[src/rtl/audio_pkg.sv]
// rtl/audio_pkg.sv - shared audio-path constants and sample-pair type
package audio_pkg;

    // Default channel geometry: 24-bit samples in 32-bit slots, 50 MHz / 16 BCLK.
    localparam int AUD_DATA_W    = 24;
    localparam int AUD_SLOT_W    = 32;
    localparam int AUD_BCLK_HALF = 8;

    // Word-clock levels: left channel while low, right channel while high.
    localparam logic LRCK_LEFT  = 1'b0;
    localparam logic LRCK_RIGHT = 1'b1;

    // Stereo pair at the default width, as produced by the tone/sample sources.
    typedef struct packed {
        logic signed [AUD_DATA_W-1:0] left;
        logic signed [AUD_DATA_W-1:0] right;
    } sample_pair_t;

endpackage

[src/rtl/i2s_bclk_gen.sv]
// rtl/i2s_bclk_gen.sv - bit-clock divider with falling-edge strobe
module i2s_bclk_gen
    import audio_pkg::*;
#(
    parameter int BCLK_HALF = AUD_BCLK_HALF
) (
    input  logic clk,
    input  logic resetn,
    input  logic enable,
    output logic bclk,
    output logic fall_evt
);
    localparam int CW = (BCLK_HALF > 1) ? $clog2(BCLK_HALF) : 1;

    logic [CW-1:0] cnt;
    logic          tc;

    assign tc       = (cnt == CW'(BCLK_HALF - 1));
    // The strobe coincides with the clk edge on which bclk drops, so the
    // frame logic can update its registers in lock-step with the fall.
    assign fall_evt = enable && tc && bclk;

    // Half-period counter; bclk toggles at terminal count, idles low when disabled.
    always_ff @(posedge clk) begin
        if (!resetn) begin
            cnt  <= '0;
            bclk <= 1'b0;
        end else if (!enable) begin
            cnt  <= '0;
            bclk <= 1'b0;
        end else if (tc) begin
            cnt  <= '0;
            bclk <= !bclk;
        end else begin
            cnt  <= cnt + 1'b1;
        end
    end

endmodule

[src/rtl/i2s_dac_tx.sv]
// rtl/i2s_dac_tx.sv - I2S master transmitter for the WM8731 DAC path
module i2s_dac_tx
    import audio_pkg::*;
#(
    parameter int DATA_W    = AUD_DATA_W,
    parameter int SLOT_W    = AUD_SLOT_W,
    parameter int BCLK_HALF = AUD_BCLK_HALF
) (
    input  logic              clk_clk,
    input  logic              reset_reset_n,
    input  logic              enable,
    input  logic              s_valid,
    input  logic [DATA_W-1:0] s_left,
    input  logic [DATA_W-1:0] s_right,
    output logic              s_ready,
    output logic              aud_bclk,
    output logic              aud_daclrck,
    output logic              aud_dacdat,
    output logic              frame_start,
    output logic              underrun
);
    localparam int FRAME_W = 2 * SLOT_W;
    localparam int KW      = $clog2(FRAME_W);

    logic               fall_evt;
    logic [KW-1:0]      k;
    logic [KW-1:0]      k_next;
    logic               active;
    logic               load;
    logic               accept;
    logic               buf_full;
    logic               buf_full_next;
    logic [DATA_W-1:0]  buf_left;
    logic [DATA_W-1:0]  buf_right;
    logic [FRAME_W-1:0] sreg;
    logic [FRAME_W-1:0] frame;

    i2s_bclk_gen #(
        .BCLK_HALF (BCLK_HALF)
    ) u_bclk (
        .clk      (clk_clk),
        .resetn   (reset_reset_n),
        .enable   (enable),
        .bclk     (aud_bclk),
        .fall_evt (fall_evt)
    );

    // Frame boundary, next bit index, buffer occupancy and the frame image to load.
    always_comb begin
        accept        = s_valid && s_ready;
        // The first fall after enabling starts a frame just like the wrap does.
        load          = fall_evt && (!active || (k == KW'(FRAME_W - 1)));
        k_next        = load ? '0 : k + 1'b1;
        buf_full_next = buf_full;
        if (load && buf_full) begin
            buf_full_next = 1'b0;
        end
        if (accept) begin
            buf_full_next = 1'b1;
        end
        // Bit FRAME_W-1-k is sent in period k; the zero above each word is the
        // I2S one-bit delay. A pair accepted in this clk is not yet in buf_full.
        frame = '0;
        if (buf_full) begin
            frame[FRAME_W-2 -: DATA_W] = buf_left;
            frame[SLOT_W-2 -: DATA_W]  = buf_right;
        end
    end

    // One-pair holding buffer; s_ready stays low for one clk after a load from full.
    always_ff @(posedge clk_clk) begin
        if (!reset_reset_n) begin
            buf_full  <= 1'b0;
            buf_left  <= '0;
            buf_right <= '0;
            s_ready   <= 1'b0;
        end else begin
            buf_full <= buf_full_next;
            if (accept) begin
                buf_left  <= s_left;
                buf_right <= s_right;
            end
            s_ready <= !buf_full_next && !(load && buf_full);
        end
    end

    // Bit index, word clock and serial data, all updated on the BCLK fall.
    always_ff @(posedge clk_clk) begin
        if (!reset_reset_n) begin
            k           <= '0;
            active      <= 1'b0;
            sreg        <= '0;
            aud_daclrck <= LRCK_LEFT;
            aud_dacdat  <= 1'b0;
            frame_start <= 1'b0;
            underrun    <= 1'b0;
        end else begin
            frame_start <= 1'b0;
            underrun    <= 1'b0;
            if (!enable) begin
                k           <= '0;
                active      <= 1'b0;
                sreg        <= '0;
                aud_daclrck <= LRCK_LEFT;
                aud_dacdat  <= 1'b0;
            end else if (fall_evt) begin
                k           <= k_next;
                active      <= 1'b1;
                aud_daclrck <= (k_next >= KW'(SLOT_W)) ? LRCK_RIGHT : LRCK_LEFT;
                if (load) begin
                    aud_dacdat  <= frame[FRAME_W-1];
                    sreg        <= frame << 1;
                    frame_start <= 1'b1;
                    underrun    <= !buf_full;
                end else begin
                    aud_dacdat  <= sreg[FRAME_W-1];
                    sreg        <= sreg << 1;
                end
            end
        end
    end

endmodule

[config.mk]
export PLATFORM = sky130hd
export DESIGN_NAME = i2s_dac_tx
export DESIGN_NICKNAME = d
export VERILOG_FILES = /design/src/rtl/audio_pkg.sv /design/src/rtl/i2s_bclk_gen.sv /design/src/rtl/i2s_dac_tx.sv
export SDC_FILE = /design/constraint.sdc
export NUM_CORES = 1
export LEC_CHECK = 0
export ABC_AREA = 0
export CORE_MARGIN = 1.5
export CORE_UTILIZATION = 59
export CTS_CLUSTER_DIAMETER = 120
export CTS_CLUSTER_SIZE = 8
export DETAILED_ROUTE_END_ITERATION = 8
export PLACE_DENSITY = 0.84
export SYNTH_ARGS = -nofsm -noshare
export SYNTH_HDL_FRONTEND = slang
export SYNTH_SLANG_ARGS = --single-unit
[constraint.sdc]
create_clock -name clk_clk -period 3.9 [get_ports clk_clk]
set_clock_uncertainty 0.1 [all_clocks]
set_input_delay 0.585 -clock clk_clk [delete_from_list [all_inputs] [get_ports clk_clk]]
set_output_delay 0.585 -clock clk_clk [all_outputs]
set_load 0.01 [all_outputs]
==> results of run 1 <==
## routing by layer
| metal | global-route usage, % | up-vias | wire length (um) |
|---|---|---|---|
| met3 | 7.07 | 26 | 545 |
| met5 | 0 | - | 0 |
| met4 | 9.72 | 0 | 222 |
| met2 | 45.3 | 136 | 5410 |
| met1 | 35.9 | 2064 | 4840 |
| li1 | - | 2111 | - |
## report_power, final
group	switching [W]	internal [W]	total, W
clock network	0.000571	0.00101	0.00158
registers	0.0000211	0.00126	0.00128
logic	0.0000651	0.0000753	0.000140
## state kept, by name, indices dropped and copies added (netlist names)
name / count
frame_start: 1
buf_full: 1
aud_dacdat: 1
active: 1
buf_left: 24
underrun: 1
k: 6
s_ready: 1
buf_right: 24
sreg: 56
u_bclk.cnt: 3
u_bclk.bclk: 1
aud_daclrck: 1
## metrics by stage
stage	area, um2	total power [W]	cells	utilization, %	hold WS [ns]
after CTS	5930	0.00302	736	75.9	0.332
after global routing	5930	0.00310	736	75.9	0.353
after global placement	5320	0.00144	704	68.1	0.314
after floorplan	4800	0.00137	594	-	0.304
final	5930	0.00301	736	75.9	0.330
after detailed placement	5320	0.00145	704	68.1	0.324
## synth_stat cells
master	n	area [um2]
clkbuf_1	35	131
or4_1	1	7.51
nand3_1	63	315
a21boi_1	11	82.6
nor3b_1	2	15.0
and3_1	3	18.8
buf_1	1	3.75
xor2_1	1	8.76
o21ai_2	1	8.76
nand4b_1	1	8.76
and2_4	1	8.76
nand2b_1	2	12.5
nand4_1	1	6.26
or3_1	3	18.8
a21boi_0	38	285
nor3_1	2	10.0
xnor2_1	1	8.76
nand2_1	160	601
o21ai_1	3	15.0
o41ai_1	1	8.76
nor2b_1	1	6.26
nor2_1	4	15.0
a21oi_1	14	70.1
a31oi_1	49	307
and2_1	3	18.8
ha_1	3	37.5
nand2_2	1	6.26
dfxtp_1	121	2420
o21ai_0	47	235
buf_2	19	95.1
o21a_1	1	7.51
## critical path, delay by kind of cell, from the launching register on
kind                       cells  cell delay, ns
and+or+nand+nor                3            1.42
AOI/OAI and AO/OA              1            0.16
adders and majority gates      2            0.41
DFF                            1            0.33
## how the worst min path moves through the flow
stage                               end  depth (start not counted)  slack (ns)
final                     u_bclk.cnt[0]                          1        0.33
after global routing      u_bclk.cnt[0]                          1        0.35
after CTS                 u_bclk.cnt[0]                          1        0.33
after detailed placement  u_bclk.cnt[0]                          1        0.32
after global placement    u_bclk.cnt[0]                          1        0.31
after floorplan           u_bclk.cnt[0]                          1        0.30
## logic make-up after synthesis
kind of cell / after synthesis
simple gates: 248
buf+inv: 55
compound gates: 165
flops: 121
xor+xnor: 2
fa+ha+maj: 3
## cell type report
cell class	instances	area, um2	share of cell area [%]
Multi-Input combinational cell	418	2150	36.3
Tap cell	102	128	2.15
Clock inverter	13	169	2.85
Clock buffer	19	442	7.45
Timing Repair Buffer	63	616	10.4
Sequential cell	121	2420	40.9
==> impl_metrics.sql, run 1 <==
INSERT INTO impl_metrics (metric_group, metric, value, unit) VALUES
('critical_path', 'crit_path_max_incr_delay', '0.59', 'ns'),
('cts', 'cts_repair_resize_count', '0', ''),
('placed_design', 'buffer_ports.inserted', '57', ''),
('layout', 'layout.filler_cells', '568', ''),
('min_path', 'hold_path.startpoint', 'u_bclk.cnt[0]', ''),
('route', 'num_vias', '4337', ''),
('synthesis', 'synthesis.nets', '649', ''),
('route', 'detail_route.vias_per_cell', '5.89', ''),
('timing', 'hold_violations', '0', ''),
('synthesis', 'netlist_area', '4800', 'um2'),
('global_routing', 'grt_start_max_net_pins', '62', ''),
('layout', 'design.final.nets', '676', ''),
('global_routing', 'grt_pass1_vias', '4109', ''),
('global_routing', 'grtUsageTotal', '27.8', '%'),
('global_routing', 'overflow', '0', ''),
('global_routing', 'first_pass_grt_wire_length', '19100', 'um'),
('cts', 'clock_latency', '0.52', 'ns'),
('critical_path', 'worstSetupEndpoint', 'k[3]', ''),
('synthesis', 'simple_gate_portion_of_the_synthesized_area', '22.3', '%'),
('synthesis', 'complex_gate_fraction_of_the_synthesized_area', '21.3', '%'),
('global_routing', 'antenna_found_initial', '0', ''),
('cts', 'postCtsHoldBufs', '0', ''),
('timing', 'maxClockFrequency', '0.396', 'GHz'),
('route', 'firstDrtPassIters', '5', ''),
('critical_path', 'crit_chain', 'ha_1 > ha_1 > and2_4 > nand2_2 > or4_1 > a31oi_1', ''),
('flow_run', 'drv.max_cap_violation_count', '0', ''),
('route', 'route.final.wire_length', '11000', 'um'),
('cts', 'clock-sinks', '121', ''),
('timing', 'layout_worst_path_cycle_share', '64.7', '%'),
('min_path', 'min_path_type', 'reg2reg', ''),
('timing', 'setup_tns', '0', 'ns'),
('timing', 'period_needed', '2.52', 'ns'),
('route', 'initialDrtViolationCount', '336', ''),
('floorplanning', 'floorplan.initialDensity', '61.4', '%'),
('route', 'antenna_left', '0', ''),
('cts', 'post-cts-setup-buffer-count', '0', ''),
('critical_path', 'max_fanout_on_critical_path', '50', ''),
('floorplanning', 'chipWidth', '93.2', 'um'),
('layout', 'layout_common_cells', 'nand2_1 (160), dfxtp_1 (121), nand3_1 (63)', ''),
('critical_path', 'critical_path_arrival', '2.85', 'ns'),
('synthesis', 'yosys.area_share.xor_xnor', '0.365', '%'),
('critical_path', 'regToRegStartpoint', 'u_bclk.cnt[0]', ''),
('cts', 'clockBufferDepth', '2', ''),
('synthesis', 'synth_fa_ha_area_share', '0.783', '%'),
('synthesis', 'average_instance_area_after_synthesis', '8.07', 'um2'),
('synthesis', 'synth_sequential_area_ratio', '50.5', '%'),
('synthesis', 'synth-warning-count', '0', ''),
('timing', 'slew_headroom', '11.9', '%'),
('critical_path', 'setup.reg_to_reg.worst_slack', '1.38', 'ns'),
('placed_design', 'post-dp-hpwl', '5990', 'um'),
('critical_path', 'setup.worst_path.start', 'u_bclk.cnt[0]', ''),
('power_and_ir_drop', 'ir_drop', '0.342', 'mV'),
('critical_path', 'critical_path_required', '4.23', 'ns'),
('route', 'detail_route.wl_per_cell', '15.0', 'um'),
('run_status', 'outcome', 'completed', ''),
('route', 'post-route-drc-count', '0', ''),
('synthesis', 'netlist-cell-type-count', '31', ''),
('cts', 'clock_tree.root_cell', 'clkbuf_8', ''),
('critical_path', 'crit_path_top_delay_cell', 'or4_1', ''),
('critical_path', 'r2r.worst_path.cells', '6', ''),
('power_and_ir_drop', 'power.density_cell_area', '507', 'nW/um2'),
('floorplanning', 'placementRows', '32', ''),
('timing', 'setup_slack_of_the_critical_path_after_layout', '1.38', 'ns'),
('floorplanning', 'die_area', '8680', 'um2'),
('placed_design', 'pre_cts_ws', '0.910', 'ns'),
('cts', 'tritoncts_buffer_count', '17', ''),
('power_and_ir_drop', 'total_leakage_power', '1.95', 'nW'),
('floorplanning', 'top_level_ports', '58', ''),
('timing', 'report.final.slew_viol_count', '0', ''),
('floorplanning', 'fp.coreArea', '7810', 'um2'),
('critical_path', 'worst_path_most_repeated_cell', 'ha_1', '');
Note: power is estimated with default switching activity, not from simulation.
==> run 2: changes to the inputs <==
Settings changed: CORE_UTILIZATION 59 to 50, PLACE_DENSITY 0.84 to 0.76.
Clock period 3.9 ns to 2.3 ns, I/O delays scaled along.
==> run 2 against run 1 <==
Maximum frequency grew 22%. Design area rose by 3.7%. Cell count is 5.4% higher. Count of clock-buffer cells in the layout is 1 lower. Worst hold slack got worse by 0.050 ns. Total power up 74%. Combinational power rose by 89%. Utilization fell by 9.7 points. Sequential cell count is the same. Critical path depth unchanged. Largest cell class unchanged.
==> impl_metrics.sql, run 2 (synthesis results as in run 1) <==
INSERT INTO impl_metrics (metric_group, metric, value, unit) VALUES
('cts', 'cts_repair_resize_count', '0', ''),
('layout', 'antenna-diode-count', '0', ''),
('cts', 'post-cts-setup-buffer-count', '0', ''),
('timing', 'maxClockFrequency', '0.483', 'GHz'),
('cts', 'tritoncts_buffer_count', '17', ''),
('min_path', 'cell_count_of_the_worst_hold_path', '3', ''),
('timing', 'worst-slew-pin-transition', '0.574', 'ns'),
('layout', 'layout_commonest_cell', 'nand2_1', ''),
('floorplanning', 'floorplan.initialDensity', '51.7', '%'),
('cts', 'clock_tree.root_cell', 'clkbuf_8', ''),
('global_routing', 'overflow', '0', ''),
('cts', 'clock_latency', '0.51', 'ns'),
('timing', 'worst_hold_slack', '0.280', 'ns'),
('placed_design', 'buffer_ports.inserted', '57', ''),
('critical_path', 'crit_chain', 'ha_1 > nand3_1 > o21ai_4 > buf_4 > nand3_1 > a31oi_1', ''),
('floorplanning', 'die_h', '101', 'um'),
('layout', 'max_flop_register', 'sreg', ''),
('timing', 'layout_worst_path_cycle_share', '90.0', '%'),
('route', 'num_vias', '4249', ''),
('route', 'route.final.wire_length', '11000', 'um'),
('critical_path', 'r2r.worst_path.cells', '6', ''),
('flow_run', 'drv.max_cap_violation_count', '0', ''),
('timing', 'slew_headroom', '61.6', '%'),
('route', 'post-route-drc-count', '0', ''),
('layout', 'design.final.nets', '690', ''),
('floorplanning', 'placementRows', '35', ''),
('timing', 'report.final.slew_viol_count', '0', ''),
('floorplanning', 'top_level_ports', '58', ''),
('layout', 'finalNonFillerCells', '776', ''),
('critical_path', 'worst_setup_path_end_kind', 'flip-flop', ''),
('timing', 'rsz0062_at_grt', 'no', ''),
('timing', 'hold_violations', '0', ''),
('global_routing', 'grtUsageTotal', '23.0', '%'),
('global_routing', 'first_pass_grt_wire_length', '18600', 'um'),
('critical_path', 'critical_path_required', '2.62', 'ns'),
('route', 'detail_route.vias_per_cell', '5.48', ''),
('critical_path', 'crit_path_top_delay_cell', 'o21ai_4', ''),
('power_and_ir_drop', 'power.density_cell_area', '849', 'nW/um2'),
('layout', 'drive_gt1_share', '8.66', '%'),
('power_and_ir_drop', 'total_leakage_power', '2.06', 'nW'),
('floorplanning', 'fp.coreArea', '9280', 'um2'),
('critical_path', 'worstSetupPathType', 'reg2reg', ''),
('critical_path', 'crit_path_max_incr_delay', '0.54', 'ns'),
('route', 'antenna_left', '0', ''),
('placed_design', 'dpl_cell_area', '5520', 'um2'),
('cts', 'clock-sinks', '121', ''),
('cts', 'path_clk_slew', '0.06', 'ns'),
('global_routing', 'grt_start_max_net_pins', '50', ''),
('route', 'firstDrtPassIters', '5', ''),
('route', 'initialDrtViolationCount', '266', ''),
('min_path', 'min_path_type', 'in2reg', ''),
('global_routing', 'grt_pass1_vias', '3969', ''),
('timing', 'period_needed', '2.07', 'ns'),
('placed_design', 'post-dp-hpwl', '6580', 'um'),
('cts', 'ctsHtreeMaxLevel', '4', ''),
('critical_path', 'critical_path_arrival', '2.39', 'ns'),
('power_and_ir_drop', 'ir_drop', '0.475', 'mV'),
('layout', 'final_area', '6150', 'um2'),
('timing', 'setup_tns', '0', 'ns'),
('layout', 'largest_registers', 'sreg (56), buf_left (24), buf_right (24)', ''),
('cts', 'clockBufferDepth', '2', ''),
('layout', 'largest_reg_flops', '56', ''),
('global_routing', 'antenna_found_initial', '0', ''),
('critical_path', 'cp-start-kind', 'flip-flop', ''),
('critical_path', 'max_fanout_on_critical_path', '21', ''),
('cts', 'tritoncts', 'done', ''),
('floorplanning', 'die_area', '10200', 'um2'),
('critical_path', 'worst_path_most_repeated_cell', 'nand3_1', ''),
('layout', 'layout-area-overhead-vs-synth', '28.2', '%'),
('placed_design', 'dpl.cell_count', '745', ''),
('cts', 'postCtsHoldBufs', '0', ''),
('route', 'detail_route.wl_per_cell', '14.1', 'um'),
('placed_design', 'global_placer_s_final_weighted_congestion', '0.775', ''),
('floorplanning', 'chipWidth', '101', 'um'),
('timing', 'finalSetupViolations', '0', ''),
('layout', 'layout_common_cells', 'nand2_1 (160), dfxtp_1 (121), nand3_1 (63)', ''),
('run_status', 'outcome', 'completed', '');
run 2: final timing paths:
| kind | startpoint | endpoint | slack (ns) |
|---|---|---|---|
| worst max-delay path | k[0] | sreg[62] | 0.23 |
| worst max register to register | k[0] | sreg[62] | 0.23 |
| worst min register to register | u_bclk.cnt[0] | u_bclk.cnt[0] | 0.33 |
| worst min-delay path | s_right[21] | buf_right[21] | 0.28 |
run 2: where the power goes:
part / internal (W) / total [W] / switching (W)
clock network: 0.00188 / 0.00279 / 0.000909
registers: 0.00214 / 0.00217 / 0.0000261
logic: 0.000141 / 0.000264 / 0.000123
total: 0.00417 / 0.00522 / 0.00106
run 2: routing by layer:
layer,global-route usage (%),vias to the layer above,wire length [um]
li1,-,2135,-
met1,30.4,1980,5110
met2,36.2,116,5140
met3,5.62,18,533
met4,9.72,0,168
met5,0,-,0
run 2: per-stage QoR:
stage | utilization, % | total power, W | setup WS (ns)
finish | 66.2 | 0.00522 | 0.230
global route | 66.2 | 0.00539 | 0.0100
CTS | 66.2 | 0.00526 | 0.225
detailed placement | 59.5 | 0.00248 | 0.252
global placement | 59.5 | 0.00247 | 0.352
floorplan | - | 0.00233 | 0.582
run 2: final cells by class:
| cell class | instances | area (um2) |
|---|---|---|
| tap | 129 | 161 |
| clock inverter | 13 | 201 |
| timing repair buffer | 77 | 783 |
| clock buffer | 18 | 428 |
| multi-input combinational | 418 | 2150 |
| fill | 766 | 3130 |
| sequential | 121 | 2420 |
run 2: critical path: cells and delay by family, from the launching register on:
kind | cells | cell delay [ns]
buf+inv | 1 | 0.29
flops | 1 | 0.38
compound gates | 2 | 0.74
simple gates | 2 | 0.28
fa+ha+maj | 1 | 0.21
==> run 3: changes to the inputs <==
Settings changed: CORE_ASPECT_RATIO set to 0.75, CORE_MARGIN 1.5 to 2, GPL_TIMING_DRIVEN set to 0.
==> run 3 against run 2 <==
Sequential share of layout area grew 0.35 points. Sequential power about the same. Global-route usage grew 2.1 points. Critical path type unchanged. Total power down 5.0%. First-iteration DRC count rose by 29%. Sequential cell count stayed put. Setup slack better by 0.015 ns. Via count increased by 6.3%. Cell count increased by 4.5%. Maximum frequency is 0.73% higher. Die area grew 2.1%.
==> impl_metrics.sql, run 3 (synthesis results as in run 1) <==
INSERT INTO impl_metrics (metric_group, metric, value, unit) VALUES
('run_status', 'outcome', 'completed', ''),
('power_and_ir_drop', 'cell_internal_pwr', '0.00389', 'W'),
('critical_path', 'critical_path_arrival', '2.30', 'ns'),
('placed_design', 'pre_cts_ws', '-0.0894', 'ns'),
('min_path', 'min_path_type', 'reg2reg', ''),
('layout', 'drive_gt1_share', '7.61', '%'),
('power_and_ir_drop', 'power.density_cell_area', '814', 'nW/um2'),
('cts', 'clock_latency', '0.41', 'ns'),
('route', 'detail_route.vias_per_cell', '5.57', ''),
('layout', 'max_flop_register', 'sreg', ''),
('route', 'antenna_left', '0', ''),
('timing', 'hold_violations', '0', ''),
('layout', 'finalNonFillerCells', '811', ''),
('floorplanning', 'top_level_ports', '58', ''),
('layout', 'design.final.nets', '725', ''),
('critical_path', 'critical_path_required', '2.55', 'ns'),
('power_and_ir_drop', 'combinationalPowerShare', '5.4', '%'),
('placed_design', 'dpl_cell_area', '5530', 'um2'),
('power_and_ir_drop', 'switching_power', '0.00107', 'W'),
('power_and_ir_drop', 'ir_drop', '0.518', 'mV'),
('layout', 'layout_commonest_cell', 'nand2_1', ''),
('cts', 'clock_tree.root_cell', 'clkbuf_16', ''),
('layout', 'layout_common_cells', 'nand2_1 (160), dfxtp_1 (121), nand3_1 (63)', ''),
('timing', 'setup_tns', '0', 'ns'),
('cts', 'ctsHtreeMaxLevel', '4', ''),
('cts', 'cts_repair_resize_count', '0', ''),
('placed_design', 'dpl.cell_count', '779', ''),
('global_routing', 'grtUsageTotal', '25.1', '%'),
('cts', 'clock-sinks', '121', ''),
('timing', 'rsz0062_at_grt', 'no', ''),
('layout', 'final_area', '6100', 'um2'),
('flow_run', 'drv.max_cap_violation_count', '0', ''),
('critical_path', 'worst_setup_path_end_kind', 'flip-flop', ''),
('placed_design', 'buffer_ports.inserted', '57', ''),
('power_and_ir_drop', 'clock_power_share', '50.9', '%'),
('global_routing', 'first_pass_grt_wire_length', '20000', 'um'),
('cts', 'tritoncts_buffer_count', '17', ''),
('timing', 'maxClockFrequency', '0.487', 'GHz'),
('route', 'num_vias', '4517', ''),
('floorplanning', 'die_area', '10400', 'um2'),
('route', 'detail_route.wl_per_cell', '14.8', 'um'),
('route', 'route.final.wire_length', '12000', 'um'),
('timing', 'report.final.slew_viol_count', '0', ''),
('floorplanning', 'placementRows', '30', ''),
('floorplanning', 'chipWidth', '117', 'um'),
('timing', 'finalSetupViolations', '0', ''),
('route', 'firstDrtPassIters', '5', ''),
('route', 'post-route-drc-count', '0', ''),
('cts', 'post-cts-setup-buffer-count', '0', ''),
('global_routing', 'antenna_found_initial', '0', ''),
('timing', 'setup_slack_of_the_critical_path_after_layout', '0.245', 'ns'),
('floorplanning', 'fp.coreArea', '9200', 'um2'),
('timing', 'period_needed', '2.05', 'ns'),
('critical_path', 'cp-start-kind', 'flip-flop', ''),
('power_and_ir_drop', 'p_seq_share', '43.7', '%'),
('timing', 'layout_worst_path_cycle_share', '89.3', '%'),
('global_routing', 'grt_pass1_vias', '4257', ''),
('layout', 'layout.filler_cells', '767', ''),
('layout', 'largest_reg_flops', '56', ''),
('timing', 'worst-slew-pin-transition', '0.511', 'ns'),
('route', 'initialDrtViolationCount', '344', ''),
('timing', 'slew_headroom', '66.0', '%'),
('floorplanning', 'floorplan.initialDensity', '52.1', '%'),
('cts', 'postCtsHoldBufs', '0', ''),
('layout', 'antenna-diode-count', '0', ''),
('critical_path', 'max_fanout_on_critical_path', '10', ''),
('placed_design', 'post-dp-hpwl', '8240', 'um'),
('power_and_ir_drop', 'total_leakage_power', '2.05', 'nW'),
('cts', 'path_clk_slew', '0.05', 'ns'),
('layout', 'layout-area-overhead-vs-synth', '27.1', '%'),
('global_routing', 'overflow', '0', ''),
('power_and_ir_drop', 'sw_frac_of_total', '21.6', '%'),
('cts', 'tritoncts', 'done', ''),
('layout', 'largest_registers', 'sreg (56), buf_left (24), buf_right (24)', ''),
('placed_design', 'global_placer_s_final_weighted_congestion', '0.813', ''),
('timing', 'worst_hold_slack', '0.333', 'ns'),
('critical_path', 'worstSetupPathType', 'reg2reg', ''),
('floorplanning', 'die_h', '88.8', 'um'),
('cts', 'clockBufferDepth', '2', ''),
('global_routing', 'grt_start_max_net_pins', '17', '');
-- run 3: changes by cell type in the layout (fill, tap and decap cells not counted), sizes merged --
cell and change:
bufinv -4, clkbuf +41, clkinv +1, clkinvlp -2
-- run 3: cell type report --
cell class                      count  area, um2  share of cell area [%]
Multi-Input combinational cell    418       2140                    35.2
Sequential cell                   121       2420                    39.7
Buffer                             55        230                    3.78
Tap cell                          128        160                    2.63
Timing Repair Buffer               57        571                    9.36
Clock inverter                      8       67.6                    1.11
Clock buffer                       24        502                    8.23
-- run 3: per-layer routing --
layer | wire length [um] | global-route usage [%]
met1 | 5460 | 32.9
met2 | 5520 | 39.6
met3 | 803 | 7.12
met4 | 206 | 9.84
met5 | 0 | 0
-- run 3: power groups by stage --
stage	sequential, W	combinational [W]	clock (W)
after detailed placement	0.00221	0.000265	0
after floorplan	0.00220	0.000127	0
after CTS	0.00217	0.000266	0.00254
final	0.00217	0.000266	0.00253
after global placement	0.00221	0.000258	0
after global routing	0.00217	0.000295	0.00265
-- run 3: stage by stage --
step,utilization [%],power (W)
final,66.3,0.00496
after floorplan,-,0.00233
after CTS,66.3,0.00497
after global routing,66.3,0.00511
after detailed placement,60.1,0.00248
after global placement,60.1,0.00247
-- run 3: final timing paths --
path,start,end,slack [ns],depth (start not counted)
worst max register to register,u_bclk.cnt[0],sreg[45],0.25,7
worst min-delay path,u_bclk.cnt[0],u_bclk.cnt[0],0.33,1
worst min register to register,u_bclk.cnt[0],u_bclk.cnt[0],0.33,1
worst max-delay path,u_bclk.cnt[0],sreg[45],0.25,7
-- run 3: worst max-delay path: stages, from the launching register on --
cell,delay [ns]
dfxtp_1,0.33
ha_1,0.14
ha_1,0.26
and2_4,0.23
clkbuf_1,0.36
buf_2,0.28
o21ai_0,0.11
a31oi_1,0.16
